**src/rtl/uart_pkg.sv**
```systemverilog
// uart_pkg: shared definitions for the UART register slave.
// Holds default timing constants, the slave FSM state encoding and the
// odd-parity helper used by both the receiver and the reply serializer.
package uart_pkg;

    localparam int CLKS_PER_BIT_DEF   = 434;
    localparam int TURNAROUND_DEF     = 100;
    localparam int TIMEOUT_CYCLES_DEF = 8680;

    // Slave FSM states, 3-bit encoding
    typedef enum logic [2:0] {
        S_IDLE      = 3'd0,
        S_WAIT_DATA = 3'd1,
        S_TURN      = 3'd2,
        S_TX_START  = 3'd3,
        S_TX_DATA   = 3'd4,
        S_TX_PAR    = 3'd5,
        S_TX_STOP   = 3'd6
    } slave_state_t;

    // Odd parity bit: data plus parity always holds an odd number of ones
    function automatic logic odd_parity(input logic [7:0] data);
        return ~^data;
    endfunction

endpackage

```
**src/rtl/uart_rx_byte.sv**
```systemverilog
// uart_rx_byte: single-byte UART receiver (start, 8 data LSB-first, parity, stop).
// rx is synchronised by two flops; a frame starts on a synchronised falling edge
// and every bit is sampled at mid-bit. A start bit sampled high is a false start
// and is dropped silently. o_byte_valid pulses once per frame at the stop sample.
// With UART_SLAVE_TIMEOUT_EN defined, o_busy reports a frame in progress.
module uart_rx_byte
    import uart_pkg::*;
#(
    parameter int CLKS_PER_BIT = CLKS_PER_BIT_DEF
)
(
    input  logic       clk,
    input  logic       rst_n,
    input  logic       i_rx,
`ifdef UART_SLAVE_TIMEOUT_EN
    output logic       o_busy,
`endif
    output logic       o_byte_valid,
    output logic [7:0] o_data,
    output logic       o_par_ok,
    output logic       o_stop_ok
);

    localparam int               CNT_W = $clog2(CLKS_PER_BIT);
    localparam logic [CNT_W-1:0] MID   = CNT_W'(CLKS_PER_BIT / 2);
    localparam logic [CNT_W-1:0] LAST  = CNT_W'(CLKS_PER_BIT - 1);

    logic             r_sync1;
    logic             r_sync2;
    logic             r_prev;
    logic             r_active;
    logic [CNT_W-1:0] r_cnt;
    logic [3:0]       r_bit;     // 0 start, 1..8 data, 9 parity, 10 stop
    logic [7:0]       r_shift;
    logic             r_par;
    logic             w_fall;

    assign w_fall = r_prev & ~r_sync2;

`ifdef UART_SLAVE_TIMEOUT_EN
    assign o_busy = r_active;
`endif

    // Two-flop synchroniser plus a delayed copy for falling-edge detection
    always_ff @(posedge clk or negedge rst_n) begin
        if (!rst_n) begin
            r_sync1 <= 1'b1;
            r_sync2 <= 1'b1;
            r_prev  <= 1'b1;
        end else begin
            r_sync1 <= i_rx;
            r_sync2 <= r_sync1;
            r_prev  <= r_sync2;
        end
    end

    // Bit timing, mid-bit sampling and byte hand-off
    always_ff @(posedge clk or negedge rst_n) begin
        if (!rst_n) begin
            r_active     <= 1'b0;
            r_cnt        <= '0;
            r_bit        <= 4'd0;
            r_shift      <= 8'h00;
            r_par        <= 1'b0;
            o_byte_valid <= 1'b0;
            o_data       <= 8'h00;
            o_par_ok     <= 1'b0;
            o_stop_ok    <= 1'b0;
        end else begin
            o_byte_valid <= 1'b0;
            if (!r_active) begin
                if (w_fall) begin
                    r_active <= 1'b1;
                    r_cnt    <= '0;
                    r_bit    <= 4'd0;
                end
            end else begin
                if (r_cnt == LAST) begin
                    r_cnt <= '0;
                    r_bit <= r_bit + 4'd1;
                end else begin
                    r_cnt <= r_cnt + 1'b1;
                end
                if (r_cnt == MID) begin
                    if (r_bit == 4'd0) begin
                        if (r_sync2) begin
                            r_active <= 1'b0;
                        end
                    end else if (r_bit <= 4'd8) begin
                        r_shift <= {r_sync2, r_shift[7:1]};
                    end else if (r_bit == 4'd9) begin
                        r_par <= r_sync2;
                    end else begin
                        // Return to hunting mid-stop so a back-to-back start edge is caught
                        o_byte_valid <= 1'b1;
                        o_data       <= r_shift;
                        o_par_ok     <= (r_par == odd_parity(r_shift));
                        o_stop_ok    <= r_sync2;
                        r_active     <= 1'b0;
                    end
                end
            end
        end
    end

endmodule

```
**src/rtl/uart_reg_slave.sv**
```systemverilog
// uart_reg_slave: device-side UART register slave.
// Byte0 = {rw, addr}. rw=1 expects a data byte and writes the register file;
// rw=0 snapshots the addressed register and replies with one frame on tx after
// a fixed idle-high turnaround. Bytes arriving while a reply is pending or in
// flight are ignored (half-duplex). dbg_state exposes the FSM state.
// Optional: define UART_SLAVE_TIMEOUT_EN to abandon a write whose data byte
// does not start within TIMEOUT_CYCLES.
module uart_reg_slave
    import uart_pkg::*;
#(
    parameter int CLKS_PER_BIT   = CLKS_PER_BIT_DEF,
    parameter int TURNAROUND     = TURNAROUND_DEF,
`ifdef UART_SLAVE_TIMEOUT_EN
    parameter int TIMEOUT_CYCLES = TIMEOUT_CYCLES_DEF,
`endif
    parameter int ADDR_WIDTH     = 7,
    parameter int DATA_WIDTH     = 8
)
(
    input  logic                  clk,
    input  logic                  rst_n,
    input  logic                  rx,
    output logic                  tx,
    output logic                  reg_wr_valid,
    output logic [ADDR_WIDTH-1:0] reg_wr_addr,
    output logic [DATA_WIDTH-1:0] reg_wr_data,
    output logic                  frame_err,
    output logic [2:0]            dbg_state
);

    localparam int               CNT_MAX   = (CLKS_PER_BIT > TURNAROUND) ? CLKS_PER_BIT : TURNAROUND;
    localparam int               CNT_W     = $clog2(CNT_MAX);
    localparam logic [CNT_W-1:0] BIT_LAST  = CNT_W'(CLKS_PER_BIT - 1);
    localparam logic [CNT_W-1:0] TURN_LAST = CNT_W'(TURNAROUND - 1);

    logic                  w_byte_valid;
    logic [7:0]            w_rx_data;
    logic                  w_par_ok;
    logic                  w_stop_ok;
    logic                  w_byte_ok;

    slave_state_t          r_state;
    logic [DATA_WIDTH-1:0] r_regs [2**ADDR_WIDTH];
    logic [ADDR_WIDTH-1:0] r_addr;
    logic [DATA_WIDTH-1:0] r_tx_shift;
    logic                  r_tx_par;
    logic [CNT_W-1:0]      r_cnt;
    logic [2:0]            r_bit_cnt;

`ifdef UART_SLAVE_TIMEOUT_EN
    localparam int             GAP_W    = $clog2(TIMEOUT_CYCLES);
    localparam logic [GAP_W-1:0] GAP_LAST = GAP_W'(TIMEOUT_CYCLES - 1);
    logic                      w_rx_busy;
    logic [GAP_W-1:0]          r_gap_cnt;
`endif

    uart_rx_byte #(
        .CLKS_PER_BIT (CLKS_PER_BIT)
    ) u_rx (
        .clk          (clk),
        .rst_n        (rst_n),
        .i_rx         (rx),
`ifdef UART_SLAVE_TIMEOUT_EN
        .o_busy       (w_rx_busy),
`endif
        .o_byte_valid (w_byte_valid),
        .o_data       (w_rx_data),
        .o_par_ok     (w_par_ok),
        .o_stop_ok    (w_stop_ok)
    );

    assign w_byte_ok = w_par_ok & w_stop_ok;
    assign dbg_state = r_state;

    // Slave FSM: command decode, register file, reply serializer, write timeout
    always_ff @(posedge clk or negedge rst_n) begin
        if (!rst_n) begin
            r_state      <= S_IDLE;
            tx           <= 1'b1;
            reg_wr_valid <= 1'b0;
            reg_wr_addr  <= '0;
            reg_wr_data  <= '0;
            frame_err    <= 1'b0;
            r_addr       <= '0;
            r_tx_shift   <= '0;
            r_tx_par     <= 1'b0;
            r_cnt        <= '0;
            r_bit_cnt    <= 3'd0;
            for (int i = 0; i < 2**ADDR_WIDTH; i++) begin
                r_regs[i] <= '0;
            end
`ifdef UART_SLAVE_TIMEOUT_EN
            r_gap_cnt    <= '0;
`endif
        end else begin
            reg_wr_valid <= 1'b0;
            frame_err    <= 1'b0;
            case (r_state)
                S_IDLE: begin
                    if (w_byte_valid) begin
                        if (!w_byte_ok) begin
                            frame_err <= 1'b1;
                        end else if (w_rx_data[7]) begin
                            r_addr  <= w_rx_data[ADDR_WIDTH-1:0];
                            r_state <= S_WAIT_DATA;
`ifdef UART_SLAVE_TIMEOUT_EN
                            r_gap_cnt <= '0;
`endif
                        end else begin
                            // Snapshot now so later writes cannot change the reply
                            r_addr     <= w_rx_data[ADDR_WIDTH-1:0];
                            r_tx_shift <= r_regs[w_rx_data[ADDR_WIDTH-1:0]];
                            r_tx_par   <= odd_parity(r_regs[w_rx_data[ADDR_WIDTH-1:0]]);
                            r_cnt      <= '0;
                            r_state    <= S_TURN;
                        end
                    end
                end
                S_WAIT_DATA: begin
                    if (w_byte_valid) begin
                        if (w_byte_ok) begin
                            r_regs[r_addr] <= w_rx_data;
                            reg_wr_valid   <= 1'b1;
                            reg_wr_addr    <= r_addr;
                            reg_wr_data    <= w_rx_data;
                        end else begin
                            frame_err <= 1'b1;
                        end
                        r_state <= S_IDLE;
                    end
`ifdef UART_SLAVE_TIMEOUT_EN
                    else if (!w_rx_busy) begin
                        if (r_gap_cnt == GAP_LAST) begin
                            frame_err <= 1'b1;
                            r_state   <= S_IDLE;
                        end else begin
                            r_gap_cnt <= r_gap_cnt + 1'b1;
                        end
                    end
`endif
                end
                S_TURN: begin
                    if (r_cnt == TURN_LAST) begin
                        r_cnt   <= '0;
                        tx      <= 1'b0;
                        r_state <= S_TX_START;
                    end else begin
                        r_cnt <= r_cnt + 1'b1;
                    end
                end
                S_TX_START: begin
                    if (r_cnt == BIT_LAST) begin
                        r_cnt     <= '0;
                        r_bit_cnt <= 3'd0;
                        tx        <= r_tx_shift[0];
                        r_state   <= S_TX_DATA;
                    end else begin
                        r_cnt <= r_cnt + 1'b1;
                    end
                end
                S_TX_DATA: begin
                    if (r_cnt == BIT_LAST) begin
                        r_cnt <= '0;
                        if (r_bit_cnt == 3'd7) begin
                            tx      <= r_tx_par;
                            r_state <= S_TX_PAR;
                        end else begin
                            r_bit_cnt  <= r_bit_cnt + 3'd1;
                            tx         <= r_tx_shift[1];
                            r_tx_shift <= r_tx_shift >> 1;
                        end
                    end else begin
                        r_cnt <= r_cnt + 1'b1;
                    end
                end
                S_TX_PAR: begin
                    if (r_cnt == BIT_LAST) begin
                        r_cnt   <= '0;
                        tx      <= 1'b1;
                        r_state <= S_TX_STOP;
                    end else begin
                        r_cnt <= r_cnt + 1'b1;
                    end
                end
                S_TX_STOP: begin
                    if (r_cnt == BIT_LAST) begin
                        r_cnt   <= '0;
                        r_state <= S_IDLE;
                    end else begin
                        r_cnt <= r_cnt + 1'b1;
                    end
                end
                default: begin
                    tx      <= 1'b1;
                    r_state <= S_IDLE;
                end
            endcase
        end
    end

endmodule

```
**config.mk**
```make
export PLATFORM = sky130hd
export DESIGN_NAME = uart_reg_slave
export DESIGN_NICKNAME = d
export VERILOG_FILES = /design/src/rtl/uart_pkg.sv /design/src/rtl/uart_rx_byte.sv /design/src/rtl/uart_reg_slave.sv
export SDC_FILE = /design/constraint.sdc
export NUM_CORES = 2
export LEC_CHECK = 0
export BUFFER_PORTS_ARGS = -buffer_cell sky130_fd_sc_hd__buf_4
export CAP_MARGIN = 20
export CORE_ASPECT_RATIO = 1.25
export CORE_MARGIN = 2
export CORE_UTILIZATION = 55
export CTS_CLUSTER_SIZE = 24
export DETAILED_ROUTE_END_ITERATION = 16
export GPL_TIMING_DRIVEN = 0
export HOLD_SLACK_MARGIN = 0.08
export PLACE_DENSITY = 0.71
export SKIP_LAST_GASP = 1
export SYNTH_ARGS = -nofsm -noshare
export SYNTH_HDL_FRONTEND = slang
export SYNTH_SLANG_ARGS = --single-unit
```
**constraint.sdc**
```tcl
create_clock -name clk -period 3.35 [get_ports clk]
set_input_delay 0.1675 -clock clk [delete_from_list [all_inputs] [get_ports clk]]
set_output_delay 0.1675 -clock clk [all_outputs]
set_load 0.02 [all_outputs]
```
==> metrics <==
status=finished with violations; failing checks=negative setup slack; top-count cell post-synth=dfrtp_1; largest net degree at the start of global routing=175; flop2flop setup slack=-0.24 ns; # DRC=0; Reg area=0.02779 mm2; Peak VDD IR=455.4 uV; initial antenna violation count=6; initial drt markers=3898; gp weighted congestion=1.066; Yosys warnings=0; Initial Util=0.5528; critical path cell sequence=buf_6 -> clkbuf_4 -> buf_4 -> mux4_2 -> nand2_1 -> a311oi_1 -> nand4_1 -> nor4_4 -> buf_6 -> xnor2_1 -> xnor2_1 -> xnor2_1 -> mux2_2; max-cap violation count=0; Syn Nets=3842; final-report max-slew violation count=0; Tightest Pin Transition=1.326 ns; first-pass GRT wire length=255100 um; CTS Sinks=1110; dpl cell area=0.05331 mm2; die area=0.09537 mm2; fin crit share=1.072; via count=35188; worst-case clock buffer depth=3; Internal=21.15 mW; total grt overflow=0; width of the chip=276.6 um; antenna-violating nets left=0; RSZ-0062 raised after global routing=yes; Final Skew=0.03313 ns; Avg Inst Size Synth=13.34 um2; combinational share of power=0.013; vias per cell=6.593; Final min period=3.591 ns; R2R Path Start=u_rx.o_data[1]$_DFFE_PN0P_; worst skew pair latency=0.72 ns; most frequent CP cell=xnor2_1; Post-DP HPWL=128200 um; Fill cells=6843; final-stage net count=4048; Worst Reg-to-Reg Cells=13; routed length per placed instance=33.60 um; max_slew headroom=0.1159; Setup crit end kind=flop; endpoints failing setup=93; area delta synth->final=16.32%; Reg clk slew, reported paths=0.06 ns; Peak Freq=0.2785 GHz; GRT Total Usage=0.3787; sequential share of the synthesized area=0.5437; #FFs+latches synth=1110; cells after synthesis=3830; Psw=5.868 mW; Synth area leader=dfrtp_1; Sw Ratio=0.2172; Post-synth top cells=dfrtp_1 (1106), mux2_2 (821), nand2_1 (342), mux2i_1 (247), o21ai_0 (225); WL final=179300 um; synthesized cell area=0.05109 mm2; CP Class=reg -> reg; Clk pwr share=0.487; Distinct cells, synth=71; crit-path max FO=10; final instance area=0.05943 mm2; Rows=125; fin util=0.6430; P_leak=26.66 nW; PnR worst setup slack=-0.2407 ns; Worst R2R End=r_tx_par$_DFFE_PN0P_; top cells by area, synth=dfrtp_1 (54%), mux2_2 (18%), mux4_2 (6.0%), mux2i_1 (4.8%), nand2_1 (2.5%); CP max-delay cell=dfrtp_2; die height=344.8 um; IO Count=24; overall power=27.02 mW; input/output buffers=23; pre-CTS setup slack=-1.784 ns; Clock Root Buffer=clkbuf_16; H-tree depth=3; Primary FF master, synth=dfrtp_1; area of the multi-input gates=0.02319 mm2; Worst Path Arrival=4.19 ns; vias in the first global route=35050; Hold Vio Cnt, Final=0; TritonCTS buffer count=108; Hold Crit Class=in -> async; Core Box Area=0.09243 mm2; 1st-pass router iterations=5; Post-synth ARST share=1.000; Reg power frac=0.499; Crit path required time=3.95 ns; Post-synth EDFFs=0; slowest stage delay, CP=0.42 ns; power per cell area=454.6 mW/mm2; top cell type's share of synthesized area=0.5417; layout cell share with drive strength beyond 1=0.3868; CTS tree=built; crit path launch type=flop
[state kept, by name, indices dropped and copies added (netlist names), 3 cells and up]
name          count
r_addr            7
u_rx.r_shift      8
r_regs         1024
r_tx_shift        8
r_cnt             9
r_bit_cnt         3
reg_wr_addr       7
u_rx.o_data       8
dbg_state         3
reg_wr_data       8
u_rx.r_cnt        9
u_rx.r_bit        4
[power groups by stage]
stage / registers, mW / logic [mW] / clock network, mW
5_1_grt: 13.5 / 0.436 / 13.7
6_report: 13.5 / 0.364 / 13.2
3_3_place_gp: 13.7 / 0.342 / 0
4_1_cts: 13.5 / 0.382 / 13.2
2_1_floorplan: 13.7 / 0.0665 / 0
3_5_place_dp: 13.7 / 0.379 / 0
[per-stage QoR]
stage / std cells / hold WS [ns] / setup TNS [ns]
after global routing: 5335 / 0.1151 / -7.226
after detailed placement: 5086 / 0.2698 / -550.09
after CTS: 5308 / 0.08522 / -0.2188
after global placement: 5059 / 0.2777 / -
after floorplan: 3830 / -0.1281 / 0
final: 5337 / 0.1008 / -4.166
[placed cells by master (no fill, tap or decap), types with 77 or more instances in the layout]
cell type	synthesis	layout
mux4_2	137	137
nand2_1	342	302
nor2_1	125	80
mux2i_1	247	242
o21ai_0	225	222
dfrtp_1	1106	1100
clkbuf_16	0	110
mux2_2	821	821
clkbuf_1	184	168
buf_4	6	77
[how the worst max path moves through the flow]
stage                          startpoint                        end  slack (ns)  cells past startpoint
2_1_floorplan    dbg_state[2]$_DFFE_PN0P_    r_regs[704]$_DFFE_PN0P_        0.60                      9
3_3_place_gp                        rst_n  u_rx.r_cnt[1]$_DFFE_PN0P_      -11.26                      1
3_5_place_dp   u_rx.o_data[1]$_DFFE_PN0P_       r_tx_par$_DFFE_PN0P_       -1.78                     13
4_1_cts        u_rx.o_data[1]$_DFFE_PN0P_       r_tx_par$_DFFE_PN0P_       -0.22                     14
5_1_grt        u_rx.o_data[1]$_DFFE_PN0P_       r_tx_par$_DFFE_PN0P_       -0.17                     13
6_report       u_rx.o_data[1]$_DFFE_PN0P_       r_tx_par$_DFFE_PN0P_       -0.24                     13
[cell type report]
type / count / area share
antenna: 2 / 0.00008421
sequential: 1110 / 0.4676
clock buffer: 151 / 0.05227
buffer: 261 / 0.03217
inverter: 15 / 0.0009473
multi-input combinational: 2440 / 0.3902
tap: 1206 / 0.02539
timing repair buffer: 100 / 0.01970
clock inverter: 52 / 0.01166
[cell families after synthesis]
kind of cell,share of synthesized area
buffers and inverters,0.02904
muxes,0.3056
and+or+nand+nor,0.06098
xor gates and xnor gates,0.003428
adders and majority gates,0.002204
AOI/OAI and AO/OA,0.05503
DFF,0.5437
[per-layer routing]
metal  wire, um  vias to the layer above  GRT usage
met5         39                        -          0
met4      16600                        6     0.3144
met3      15400                      572    0.08458
met2      79870                     1817     0.5698
met1      67400                    18311     0.4730
li1           -                    14482          -
[worst max-delay path: cells and delay by family, from the launching register on]
kind                   cells  cell delay, ns
buffers and inverters      4            1.03
AND/OR/NAND/NOR            3            0.75
multiplexers               2            0.54
flip-flops                 1            0.42
XOR/XNOR                   3            0.38
AO/OA/AOI/OAI              1            0.34
[what timing repair did]
action,CTS,global route
pin swaps,17,31
hold endpoints to repair,156,0
hold buffers,2,0
buffers inserted,18,28
setup endpoints to repair,1036,343
gates resized for setup,284,198
Power figures use the tool's default switching activity.
